File: src/rtl/pipe_add_sub_pkg.sv
// rtl/pipe_add_sub_pkg.sv - shared defaults and helpers for the segmented pipelined adder/subtractor
package pipe_add_sub_pkg;

    localparam int ADD_PIPE_DATA_LEN = 64;
    localparam int ADD_PIPE_SEG_LEN  = 16;
    localparam bit ADD_PIPE_WORD_EN  = 1'b1;
    localparam int WORD_LEN          = 32;

    function automatic logic signed_ovf(input logic a_msb, input logic b_msb, input logic s_msb);
        return (a_msb == b_msb) && (a_msb != s_msb);
    endfunction

endpackage

File: src/rtl/pipe_add_stage.sv
// rtl/pipe_add_stage.sv - combinational SEG_LEN-bit adder slice with carry in/out
module pipe_add_stage #(
    parameter int SEG_LEN = 16
) (
    input  logic [SEG_LEN-1:0] a,
    input  logic [SEG_LEN-1:0] b,
    input  logic               cin,
    output logic [SEG_LEN-1:0] s,
    output logic               cout
);

    logic [SEG_LEN:0] total;

    assign total = {1'b0, a} + {1'b0, b} + {{SEG_LEN{1'b0}}, cin};
    assign s     = total[SEG_LEN-1:0];
    assign cout  = total[SEG_LEN];

endmodule

File: src/rtl/pipe_add_sub.sv
// rtl/pipe_add_sub.sv - pipelined add/sub resolving one SEG_LEN slice per stage, with stall, flush and word mode
module pipe_add_sub
    import pipe_add_sub_pkg::*;
#(
    parameter int DATA_LEN = ADD_PIPE_DATA_LEN,
    parameter int SEG_LEN  = ADD_PIPE_SEG_LEN
) (
    input  logic                clk,
    input  logic                rst,
    input  logic                flush,
    input  logic                in_valid,
    output logic                in_ready,
    input  logic [DATA_LEN-1:0] OP_A,
    input  logic [DATA_LEN-1:0] OP_B,
    input  logic                sub,
    input  logic                word,
    output logic                out_valid,
    input  logic                out_ready,
    output logic [DATA_LEN-1:0] Sum,
    output logic                overflow,
    output logic                Cout
);

    localparam int NUM_SEG = DATA_LEN / SEG_LEN;
    localparam int WMSB    = (DATA_LEN > WORD_LEN) ? WORD_LEN - 1 : DATA_LEN - 1;
    localparam int WSEG    = WMSB / SEG_LEN;
    localparam bit WORD_OK = ADD_PIPE_WORD_EN && (DATA_LEN > WORD_LEN);

    logic [NUM_SEG-1:0] vld;
    logic               adv;

    // Inter-stage registers; element NUM_SEG-1 is replaced by the output registers
    logic [DATA_LEN-1:0] a_q   [NUM_SEG];
    logic [DATA_LEN-1:0] b_q   [NUM_SEG];
    logic [DATA_LEN-1:0] s_q   [NUM_SEG];
    logic                c_q   [NUM_SEG];
    logic                w_q   [NUM_SEG];
    logic                c32_q [NUM_SEG];
    logic                v32_q [NUM_SEG];

    assign out_valid = vld[NUM_SEG-1];
    assign adv       = !out_valid || out_ready;
    assign in_ready  = adv;

    always_ff @(posedge clk or posedge rst) begin
        if (rst) begin
            vld <= '0;
        end else if (flush) begin
            vld <= '0;
        end else if (adv) begin
            vld[0] <= in_valid;
            for (int k = 1; k < NUM_SEG; k++) begin
                vld[k] <= vld[k-1];
            end
        end
    end

    for (genvar k = 0; k < NUM_SEG; k++) begin : g_stage
        logic [DATA_LEN-1:0] a_i;
        logic [DATA_LEN-1:0] b_i;
        logic [DATA_LEN-1:0] s_i;
        logic [DATA_LEN-1:0] s_nx;
        logic                c_i;
        logic                w_i;
        logic                c32_i;
        logic                v32_i;
        logic                c32_nx;
        logic                v32_nx;
        logic [SEG_LEN-1:0]  seg_s;
        logic                seg_c;

        if (k == 0) begin : g_src
            // Subtraction is A + ~B + 1
            assign a_i   = OP_A;
            assign b_i   = OP_B ^ {DATA_LEN{sub}};
            assign s_i   = '0;
            assign c_i   = sub;
            assign w_i   = word & WORD_OK;
            assign c32_i = 1'b0;
            assign v32_i = 1'b0;
        end else begin : g_src
            assign a_i   = a_q[k-1];
            assign b_i   = b_q[k-1];
            assign s_i   = s_q[k-1];
            assign c_i   = c_q[k-1];
            assign w_i   = w_q[k-1];
            assign c32_i = c32_q[k-1];
            assign v32_i = v32_q[k-1];
        end

        pipe_add_stage #(
            .SEG_LEN(SEG_LEN)
        ) u_add (
            .a    (a_i[k*SEG_LEN +: SEG_LEN]),
            .b    (b_i[k*SEG_LEN +: SEG_LEN]),
            .cin  (c_i),
            .s    (seg_s),
            .cout (seg_c)
        );

        always_comb begin
            s_nx = s_i;
            s_nx[k*SEG_LEN +: SEG_LEN] = seg_s;
        end

        // The slice holding bit 31 captures the word-mode carry and overflow
        if (k == WSEG) begin : g_w32
            assign c32_nx = seg_c;
            assign v32_nx = signed_ovf(a_i[WMSB], b_i[WMSB], s_nx[WMSB]);
        end else begin : g_w32
            assign c32_nx = c32_i;
            assign v32_nx = v32_i;
        end

        if (k < NUM_SEG - 1) begin : g_reg
            always_ff @(posedge clk or posedge rst) begin
                if (rst) begin
                    a_q[k]   <= '0;
                    b_q[k]   <= '0;
                    s_q[k]   <= '0;
                    c_q[k]   <= 1'b0;
                    w_q[k]   <= 1'b0;
                    c32_q[k] <= 1'b0;
                    v32_q[k] <= 1'b0;
                end else if (adv) begin
                    a_q[k]   <= a_i;
                    b_q[k]   <= b_i;
                    s_q[k]   <= s_nx;
                    c_q[k]   <= seg_c;
                    w_q[k]   <= w_i;
                    c32_q[k] <= c32_nx;
                    v32_q[k] <= v32_nx;
                end
            end
        end else begin : g_reg
            logic [DATA_LEN-1:0] sum_fin;
            logic                cout_fin;
            logic                ovf_fin;

            if (WORD_OK) begin : g_sext
                assign sum_fin = w_i ? {{(DATA_LEN-WORD_LEN){s_nx[WMSB]}}, s_nx[WORD_LEN-1:0]} : s_nx;
            end else begin : g_sext
                assign sum_fin = s_nx;
            end

            assign cout_fin = w_i ? c32_nx : seg_c;
            assign ovf_fin  = w_i ? v32_nx
                                  : signed_ovf(a_i[DATA_LEN-1], b_i[DATA_LEN-1], s_nx[DATA_LEN-1]);

            always_ff @(posedge clk or posedge rst) begin
                if (rst) begin
                    Sum      <= '0;
                    overflow <= 1'b0;
                    Cout     <= 1'b0;
                end else if (adv) begin
                    Sum      <= sum_fin;
                    overflow <= ovf_fin;
                    Cout     <= cout_fin;
                end
            end
        end
    end

endmodule

File: config.mk
export PLATFORM = sky130hd
export DESIGN_NAME = pipe_add_sub
export DESIGN_NICKNAME = d
export VERILOG_FILES = /design/src/rtl/pipe_add_sub_pkg.sv /design/src/rtl/pipe_add_stage.sv /design/src/rtl/pipe_add_sub.sv
export SDC_FILE = /design/constraint.sdc
export NUM_CORES = 1
export LEC_CHECK = 0
export BUFFER_PORTS_ARGS = -buffer_cell sky130_fd_sc_hd__buf_4
export CAP_MARGIN = 20
export CORE_UTILIZATION = 55
export DETAILED_ROUTE_END_ITERATION = 16
export HOLD_SLACK_MARGIN = 0.08
export PLACE_DENSITY = 0.79
export SLEW_MARGIN = 0
export SYNTH_ARGS = -nofsm -noshare
export SYNTH_HDL_FRONTEND = slang
export SYNTH_SLANG_ARGS = --single-unit
File: constraint.sdc
create_clock -name clk -period 12.2 [get_ports clk]
set_input_delay 0 -clock clk [delete_from_list [all_inputs] [get_ports clk]]
set_output_delay 0 -clock clk [all_outputs]
set_load 0.02 [all_outputs]
==> flow_metrics.env, run 1 <==
export IMPL_outcome="completed"
export IMPL_ctsResizeCount=0
export IMPL_crit_arrival_ns=3.85
export IMPL_fin_crit_ns=3.44
export IMPL_hp_start="OP_A[12]"
export IMPL_leakage_nw=10.4
export IMPL_die_w_um=178
export IMPL_cap_violations=0
export IMPL_cts_tree="built"
export IMPL_wl_per_cell_um=15.4
export IMPL_syn_inst=1911
export IMPL_grt_pass1_wl_um=66100
export IMPL_vias=13900
export IMPL_worstSetupEndpointType="flip-flop"
export IMPL_tightestPinTransition_ns=1.04
export IMPL_postLayoutCellArea_mm2=0.0214
export IMPL_critical_path_required_ns=12.61
export IMPL_crit_path_start="vld[3]$_DFFE_PP0P_"
export IMPL_fin_tns_setup_ns=0
export IMPL_synth_async_reset_ratio=1.00
export IMPL_post_route_period_util=0.282
export IMPL_path_class="flip-flop to flip-flop"
export IMPL_rows=64
export IMPL_hold_depth=4
export IMPL_place_area_mm2=0.0188
export IMPL_max_freq_mhz=291
export IMPL_via_per_inst=5.33
export IMPL_cts_max_path_buffers=3
export IMPL_ys_seq_area_frac=0.537
export IMPL_die_area_mm2=0.0318
export IMPL_grt_pass1_vias=13700
export IMPL_setup_viol=0
export IMPL_drtIter0Drc=1111
export IMPL_critPathMaxFanout=102
export IMPL_first_pass_iters=5
export IMPL_grtUsageTotal=0.258
export IMPL_core_mm2=0.0306
export IMPL_powerDensity_mw_per_mm2=173
export IMPL_r2r_cells=6
export IMPL_grt_ovfl_total=0
export IMPL_peakVddDrop_mv=0.104
export IMPL_synth_cell_area_mm2=0.0171
export IMPL_h_tree_depth=2
export IMPL_cts_setup_buffers=0
export IMPL_numCtsBuffers=39
export IMPL_clock_sinks=367
export IMPL_ant_nets=0
export IMPL_maxSlewHeadroom=0.309
export IMPL_avgSynthCellArea_um2=8.94
export IMPL_startpoint_type="flip-flop"
export IMPL_io_pins=203
export IMPL_drc_errors=0
export IMPL_r2r_slack_ns=8.76
export IMPL_drive_gt1_frac=0.131
export IMPL_fillers=2252
export IMPL_start_util=0.559
export IMPL_place_hpwl_um=24500
export IMPL_synth_seq_cells=367
export IMPL_io_buffers=202
export IMPL_clkTransAtPathRegs_ns=0.06
export IMPL_place_congestion=0.899
export IMPL_clock_latency_ns=0.53
export IMPL_nNetsFinal=2390
export IMPL_synth_edf_count=0
export IMPL_fin_worst_skew_ns=0.0189
export IMPL_fp_dieH_um=178
export IMPL_rsz0062_at_grt="false"
export IMPL_hp_class="input port to flip-flop"
export IMPL_grt_start_max_net_pins=149
export IMPL_ctsHoldBuffers=119
export IMPL_finalHoldViolations=0
export IMPL_cts_root_buf="clkbuf_16"
export IMPL_ys_warn_count=0
export IMPL_grt_antenna_before_repair=1
export IMPL_area_growth_pct=25.4
export IMPL_routed_wl_um=40100
export IMPL_synthDistinctLibCells=60
export IMPL_synth_ff_type="dfrtp_1"
export IMPL_maxSlewViolCount=0
export IMPL_synth_fp_nets=2113
export IMPL_reg2reg_from="vld[3]$_DFFE_PP0P_"
==> path summary, 6_finish.rpt <==
path                                                   to
min in group asynchronous             Sum[19]$_DFFE_PP0P_
min                        g_stage[1].s_i[12]$_DFFE_PP0P_
max in group asynchronous             Sum[32]$_DFFE_PP0P_
min reg2reg                g_stage[2].s_i[15]$_DFFE_PP0P_
max                        g_stage[3].s_i[42]$_DFFE_PP0P_
max reg2reg                g_stage[3].s_i[42]$_DFFE_PP0P_
==> routing by layer <==
layer | part of all wire | wire length [µm] | track usage
met5 | 0 | 0 | 0
met4 | 0.035 | 1400 | 0.0925
met3 | 0.046 | 1830 | 0.0341
met2 | 0.48 | 19400 | 0.432
met1 | 0.44 | 17500 | 0.344
==> metrics by stage <==
stage          hold slack (ns)  instances  total power, mW  utilization  setup slack [ns]
2_1_floorplan           0.0631       1911             2.12            -              2.01
3_3_place_gp             0.183       2422             2.39        0.616              8.91
3_5_place_dp             0.187       2422             2.43        0.616              8.79
4_1_cts                 0.0963       2608             3.71        0.698              8.69
5_1_grt                  0.123       2611             3.89        0.700              8.49
6_report                 0.108       2611             3.70        0.700              8.76
==> logic make-up (layout without fill, tap and decap cells) <==
family,Yosys count,count (layout),share of synthesized area
muxes,2,2,0.00139
AOI/OAI and AO/OA,303,303,0.111
xor gates and xnor gates,98,98,0.0502
and+or+nand+nor,948,948,0.220
buffers and inverters,126,429,0.0280
adders and majority gates,67,67,0.0521
other,0,1,0
DFF,367,367,0.537
==> layout by cell type, fill, tap and decap left out, types with 34 or more instances in the layout <==
cell / instances
buf_4: 212
nor2_1: 70
dlygate4sd3_1: 119
a21oi_1: 64
nand2_1: 793
xnor2_1: 64
clkbuf_16: 41
ha_1: 60
xor2_1: 34
o21ai_0: 101
dfrtp_1: 367
==> cells in the mapped netlist, types with 2 or more instances <==
cell / count / area (µm²)
o22a_1: 5 / 43.8
buf_1: 7 / 26.3
a211oi_1: 11 / 82.6
or2_2: 2 / 12.5
a31oi_1: 30 / 188
clkbuf_1: 88 / 330
o21a_1: 19 / 143
a21oi_1: 64 / 320
o22ai_1: 2 / 12.5
o21ai_1: 2 / 10.0
xnor2_1: 64 / 561
or3_1: 12 / 75.1
a21o_1: 15 / 113
a221oi_1: 2 / 17.5
and2_1: 4 / 25.0
nand4_1: 4 / 25.0
o31ai_1: 6 / 45.0
o21ai_0: 101 / 505
o2111ai_1: 2 / 17.5
xor2_1: 34 / 298
and3_1: 5 / 31.3
a221o_1: 4 / 40.0
o41ai_1: 3 / 26.3
o31a_1: 7 / 61.3
dfrtp_1: 367 / 9180
nor2_1: 70 / 263
nor2b_1: 11 / 68.8
o211ai_1: 8 / 60.1
nor3_1: 11 / 55.1
nand2b_1: 10 / 62.6
ha_1: 60 / 751
nand3_1: 16 / 80.1
a31o_2: 4 / 35.0
o21bai_1: 7 / 52.6
a41oi_1: 2 / 17.5
nor4_1: 2 / 12.5
fa_1: 7 / 140
nand2_1: 793 / 2980
inv_1: 28 / 105
or4b_1: 2 / 20.0
==> worst max-delay path, cell delays in order (launching register included) <==
cell     delay, ns
dfrtp_1       0.37
nor2b_4       0.15
buf_4         0.66
buf_4         0.80
buf_4         0.85
nor3_1        0.15
a22o_1        0.23
==> cell type report <==
class | instances | area, µm² | share of cell area
clock buffer | 51 | 1100 | 0.0515
clock inverter | 16 | 240 | 0.0112
sequential | 367 | 9180 | 0.429
timing repair buffer | 333 | 2840 | 0.132
inverter | 29 | 124 | 0.00578
tap | 396 | 495 | 0.0231
antenna | 1 | 2.50 | 0.000117
multi-input combinational | 1418 | 7430 | 0.347
==> registers in the layout (all words and copies together), names as in the netlist <==
| register | cells |
|---|---|
| g_stage.c_i | 2 |
| g_stage.w_i | 3 |
| g_stage.v32_i | 2 |
| g_stage.s_i | 96 |
| g_stage.a_i | 96 |
| vld | 4 |
| Cout | 1 |
| g_stage.c32_i | 2 |
| g_stage.b_i | 96 |
| Sum | 64 |
| overflow | 1 |
==> power breakdown <==
part           internal [mW]  switching [mW]  total [mW]
Clock                  0.763           0.483        1.25
Combinational          0.381           0.466       0.846
Sequential              1.46           0.148        1.61
Total                   2.60            1.10        3.70
(Power assumes the default switching activity.)
==> run 2, diff against run 1 <==
==> constraint.sdc (replaced) <==
create_clock -name clk -period 3.21 [get_ports clk]
set_input_delay 0 -clock clk [delete_from_list [all_inputs] [get_ports clk]]
set_output_delay 0 -clock clk [all_outputs]
set_load 0.02 [all_outputs]
==> flow_metrics.env, run 2 (same netlist as run 1, synthesis figures left out) <==
export IMPL_io_pins=203
export IMPL_nNetsFinal=2390
export IMPL_cts_root_buf="clkbuf_16"
export IMPL_cpMostUsedCell="fa_1"
export IMPL_cts_tree="built"
export IMPL_grt_pass1_wl_um=65100
export IMPL_place_hpwl_um=24500
export IMPL_maxSlewViolCount=0
export IMPL_rsz0062_at_grt="false"
export IMPL_fin_crit_ns=2.82
export IMPL_layout_common_cells="nand2_1, dfrtp_1, buf_4"
export IMPL_numCtsBuffers=39
export IMPL_ctsResizeCount=0
export IMPL_die_area_mm2=0.0318
export IMPL_ant_nets=0
export IMPL_crit_arrival_ns=3.17
export IMPL_start_util=0.559
export IMPL_grt_ovfl_total=0
export IMPL_critical_path_required_ns=3.56
export IMPL_vias=13800
export IMPL_drtIter0Drc=948
export IMPL_grtUsageTotal=0.253
export IMPL_seqCellArea_mm2=0.00918
export IMPL_path_class="flip-flop to flip-flop"
export IMPL_final_common_cell="nand2_1"
export IMPL_setup_viol=0
export IMPL_fin_worst_skew_ns=0.0148
export IMPL_hp_class="input port to flip-flop"
export IMPL_die_w_um=178
export IMPL_crit_slowest_cell="fa_1"
export IMPL_peakVddDrop_mv=0.459
export IMPL_via_per_inst=5.28
export IMPL_area_growth_pct=25.0
export IMPL_outcome="completed"
export IMPL_r2r_slack_ns=0.39
export IMPL_place_congestion=0.873
export IMPL_crit_chain="fa_1 -> inv_1 -> fa_1 -> nor2b_1 -> o31a_1 -> o211ai_1 -> a21oi_1 -> nor4b_1 -> or3_1 -> a31oi_1"
export IMPL_clock_latency_ns=0.52
export IMPL_grt_start_max_net_pins=154
export IMPL_slowest_delay_ns=0.48
export IMPL_rows=64
export IMPL_dp_cells=2427
export IMPL_worstSetupEndpointType="flip-flop"
export IMPL_grt_pass1_vias=13800
export IMPL_finalHoldViolations=0
export IMPL_cap_violations=0
export IMPL_final_util=0.699
export IMPL_fp_dieH_um=178
export IMPL_io_buffers=202
export IMPL_clkTransAtPathRegs_ns=0.06
export IMPL_h_tree_depth=2
export IMPL_wl_per_cell_um=14.9
export IMPL_cts_max_path_buffers=3
export IMPL_first_pass_iters=5
export IMPL_max_freq_mhz=355
export IMPL_powerDensity_mw_per_mm2=644
export IMPL_clock_sinks=367
export IMPL_drc_errors=0
export IMPL_startpoint_type="flip-flop"
export IMPL_critPathMaxFanout=3
export IMPL_antenna_cells=0
export IMPL_multi_input_area_mm2=0.00743
export IMPL_fillers=2281
export IMPL_leakage_nw=10.4
export IMPL_final_cells=2612
export IMPL_core_mm2=0.0306
export IMPL_grt_antenna_before_repair=0
export IMPL_post_route_period_util=0.878
export IMPL_tightestPinTransition_ns=0.862
export IMPL_maxSlewHeadroom=0.425
export IMPL_drive_gt1_frac=0.130
export IMPL_routed_wl_um=38900
[run 2: path summary, 6_finish.rpt]
path / startpoint / end / cells past startpoint
min in group asynchronous: rst / Sum[23]$_DFFE_PP0P_ / 3
max in group asynchronous: rst / g_stage[1].b_i[43]$_DFFE_PP0P_ / 4
worst max-delay path: g_stage[1].a_i[16]$_DFFE_PP0P_ / g_stage[2].c32_i$_DFFE_PP0P_ / 10
worst max register to register: g_stage[1].a_i[16]$_DFFE_PP0P_ / g_stage[2].c32_i$_DFFE_PP0P_ / 10
worst min-delay path: out_ready / g_stage[1].a_i[35]$_DFFE_PP0P_ / 5
worst min register to register: Sum[21]$_DFFE_PP0P_ / Sum[21]$_DFFE_PP0P_ / 2
[run 2: per-layer routing]
metal / GRT usage / vias to the layer above / part of all wire
met5: 0 / - / 0
met4: 0.0844 / 0 / 0.028
met3: 0.0390 / 84 / 0.044
met2: 0.425 / 348 / 0.49
met1: 0.335 / 6565 / 0.44
li1: - / 6802 / -
[run 2: per-stage QoR]
stage	worst slack [ns]	total power, mW	TNS [ns]	instance area [µm²]	hold WS [ns]
global placement	0.527	9.09	0	18900	0.143
global route	0.161	14.5	0	21400	0.104
floorplan	-1.71	8.07	-629.11	17100	0.0631
finish	0.390	13.8	0	21400	0.0508
CTS	0.433	13.8	0	21400	0.0803
detailed placement	0.447	9.21	0	18900	0.144
[run 2: timing repair]
| action | in CTS | in global routing |
|---|---|---|
| hold endpoints to repair | 135 | 0 |
| hold buffers | 116 | 0 |
| buffers inserted | 0 | 0 |
[run 2: critical path: cells and delay by family, from the launching register on]
family	cells	cell delay (ns)
fa+ha+maj	2	0.69
compound gates	4	0.76
simple gates	3	0.71
flops	1	0.41
buf+inv	1	0.09
[run 2: power breakdown]
group	switching [mW]	total (mW)	internal, mW
logic	1.74	3.20	1.45
registers	0.552	6.09	5.54
clock network	1.75	4.47	2.72
[run 2: final cells by class]
class                      count  share of cell area
clock buffer                  60              0.0542
timing repair buffer         333               0.134
inverter                      29             0.00562
sequential                   367               0.430
tap                          396              0.0232
multi-input combinational   1418               0.348
clock inverter                 9             0.00580
==> run 3, diff against run 2 <==
--- a/config.mk
+++ b/config.mk
@@ -7,10 +7,10 @@
 export LEC_CHECK = 0
 export BUFFER_PORTS_ARGS = -buffer_cell sky130_fd_sc_hd__buf_4
 export CAP_MARGIN = 20
-export CORE_UTILIZATION = 55
+export CORE_UTILIZATION = 53
 export DETAILED_ROUTE_END_ITERATION = 16
 export HOLD_SLACK_MARGIN = 0.08
-export PLACE_DENSITY = 0.79
+export PLACE_DENSITY = 0.77
 export SLEW_MARGIN = 0
 export SYNTH_ARGS = -nofsm -noshare
 export SYNTH_HDL_FRONTEND = slang
==> constraint.sdc (replaced) <==
create_clock -name clk -period 2.9 [get_ports clk]
set_input_delay 0 -clock clk [delete_from_list [all_inputs] [get_ports clk]]
set_output_delay 0 -clock clk [all_outputs]
set_load 0.02 [all_outputs]
==> flow_metrics.env, run 3 (same netlist as run 1, synthesis figures left out) <==
export IMPL_cts_max_path_buffers=3
export IMPL_start_util=0.540
export IMPL_fin_crit_ns=2.73
export IMPL_postLayoutCellArea_mm2=0.0214
export IMPL_grt_antenna_before_repair=1
export IMPL_combPwrFrac=0.234
export IMPL_leakage_nw=10.4
export IMPL_place_hpwl_um=24300
export IMPL_die_w_um=182
export IMPL_p_switching_mw=4.54
export IMPL_core_mm2=0.0316
export IMPL_reg2reg_from="g_stage[2].a_i[32]$_DFFE_PP0P_"
export IMPL_grt_pass1_vias=13800
export IMPL_path_class="flip-flop to flip-flop"
export IMPL_place_congestion=0.889
export IMPL_drive_gt1_frac=0.134
export IMPL_fp_dieH_um=182
export IMPL_maxSlewHeadroom=0.392
export IMPL_hold_end="g_stage[1].s_i[3]$_DFFE_PP0P_"
export IMPL_power_frac_seq=0.447
export IMPL_numCtsBuffers=39
export IMPL_grtUsageTotal=0.247
export IMPL_cts_root_buf="clkbuf_16"
export IMPL_timing_rr_end="g_stage[3].s_i[44]$_DFFE_PP0P_"
export IMPL_cts_setup_buffers=0
export IMPL_critical_path_required_ns=3.31
export IMPL_final_common_cell="nand2_1"
export IMPL_slowest_delay_ns=0.48
export IMPL_critPathMaxFanout=3
export IMPL_dp_cells=2436
export IMPL_setup_viol=0
export IMPL_io_buffers=202
export IMPL_clkTransAtPathRegs_ns=0.06
export IMPL_critPathTopFamily="compound AO/OA/AOI/OAI gates"
export IMPL_r2r_slack_ns=0.17
export IMPL_cts_tree="built"
export IMPL_powerDensity_mw_per_mm2=707
export IMPL_cap_violations=0
export IMPL_nNetsFinal=2394
export IMPL_crit_slowest_cell="fa_1"
export IMPL_via_per_inst=5.31
export IMPL_grt_pass1_wl_um=66700
export IMPL_hp_start="OP_A[3]"
export IMPL_fillers=2377
export IMPL_startpoint_type="flip-flop"
export IMPL_wl_per_cell_um=15.1
export IMPL_area_growth_pct=25.3
export IMPL_maxSlewViolCount=0
export IMPL_ant_nets=0
export IMPL_crit_chain="fa_1 -> inv_1 -> fa_1 -> nor2b_1 -> o31a_1 -> o21bai_2 -> a21oi_1 -> o31a_1 -> or3_1 -> a31o_2"
export IMPL_routed_wl_um=39700
export IMPL_rsz0062_at_grt="false"
export IMPL_p_int_mw=10.6
export IMPL_clock_latency_ns=0.52
export IMPL_finalHoldViolations=0
export IMPL_first_pass_iters=5
export IMPL_place_area_mm2=0.0190
export IMPL_final_util=0.677
export IMPL_tightestPinTransition_ns=0.912
export IMPL_clockPowerShare=0.319
export IMPL_io_pins=203
export IMPL_final_cells=2622
export IMPL_vias=13900
export IMPL_r2r_cells=10
export IMPL_die_area_mm2=0.0330
export IMPL_h_tree_depth=2
export IMPL_rows=65
export IMPL_layout_common_cells="nand2_1, dfrtp_1, buf_4"
export IMPL_grt_ovfl_total=0
export IMPL_crit_arrival_ns=3.14
export IMPL_worstSetupEndpointType="flip-flop"
export IMPL_hp_class="input port to flip-flop"
export IMPL_hold_depth=4
export IMPL_sw_frac_of_total=0.300
export IMPL_peakVddDrop_mv=0.496
export IMPL_grt_start_max_net_pins=166
export IMPL_drtIter0Drc=1039
export IMPL_max_freq_mhz=367
export IMPL_drc_errors=0
export IMPL_fin_worst_skew_ns=0.0153
export IMPL_outcome="completed"
export IMPL_post_route_period_util=0.940
export IMPL_critPathBufInv=1
export IMPL_clock_sinks=367
[run 3: changes by cell type in the layout (fill, tap and decap cells not counted), sizes merged]
cell | previous run | this run
buf | 217 | 220
bufinv | 3 | 2
clkbuf | 60 | 53
clkinv | 6 | 11
clkinvlp | 1 | 3
diode | 0 | 1
dlygate4sd3 | 116 | 117
[run 3: per-stage QoR]
step | setup TNS [ns] | power, mW | hold slack, ns | worst slack [ns]
floorplan | -742.88 | 8.93 | 0.0631 | -2.02
global route | 0 | 16.0 | 0.160 | 0.0159
global placement | 0 | 10.1 | -0.0112 | 0.227
detailed placement | 0 | 10.2 | -0.0122 | 0.160
finish | 0 | 15.1 | 0.0926 | 0.174
CTS | 0 | 15.2 | 0.0804 | 0.166
[run 3: power groups by stage]
stage          clock network, mW  logic, mW  registers [mW]
3_3_place_gp                   0       3.27            6.81
4_1_cts                     4.92       3.53            6.77
6_report                    4.83       3.54            6.77
2_1_floorplan                  0       1.88            7.05
5_1_grt                     5.15       3.94            6.89
3_5_place_dp                   0       3.37            6.85
[run 3: area by class of cell]
type	instances	area, µm²	area share
inverters	29	120	0.00561
diodes	1	2.50	0.000117
multi-input cells	1418	7440	0.347
well taps	402	503	0.0235
flip-flops and latches	367	9180	0.429
repair buffers	337	2920	0.136
clock inverters	15	130	0.00608
clock buffers	53	1110	0.0519
[run 3: worst max-delay path by stage]
stage / from / end / slack (ns) / cells after the start
floorplan: rst / Cout$_DFFE_PP0P_ / -2.02 / 1
global placement: g_stage[2].a_i[32]$_DFFE_PP0P_ / g_stage[3].s_i[44]$_DFFE_PP0P_ / 0.23 / 10
detailed placement: g_stage[2].a_i[32]$_DFFE_PP0P_ / g_stage[3].s_i[44]$_DFFE_PP0P_ / 0.16 / 10
CTS: g_stage[2].a_i[32]$_DFFE_PP0P_ / g_stage[3].s_i[44]$_DFFE_PP0P_ / 0.17 / 10
global route: g_stage[2].a_i[32]$_DFFE_PP0P_ / g_stage[3].s_i[44]$_DFFE_PP0P_ / 0.02 / 10
finish: g_stage[2].a_i[32]$_DFFE_PP0P_ / g_stage[3].s_i[44]$_DFFE_PP0P_ / 0.17 / 10
[run 3: timing repair]
| item | 4_1_cts | 5_1_grt |
|---|---|---|
| resized for setup | 0 | 1 |
| setup endpoints to repair | 0 | 2 |
| endpoints found under the hold margin | 489 | 0 |
| hold buffers | 117 | 0 |
[run 3: worst min-delay path: stages]
cell and delay [ns]:
buf_4 0.09, ha_1 0.20, a211oi_1 0.06, o41ai_1 0.23
[run 3: routing by layer]
metal | up-vias | global-route usage | part of all wire
li1 | 6812 | - | -
met1 | 6600 | 0.330 | 0.44
met2 | 391 | 0.405 | 0.48
met3 | 110 | 0.0353 | 0.041
met4 | 0 | 0.106 | 0.039
met5 | - | 0 | 0
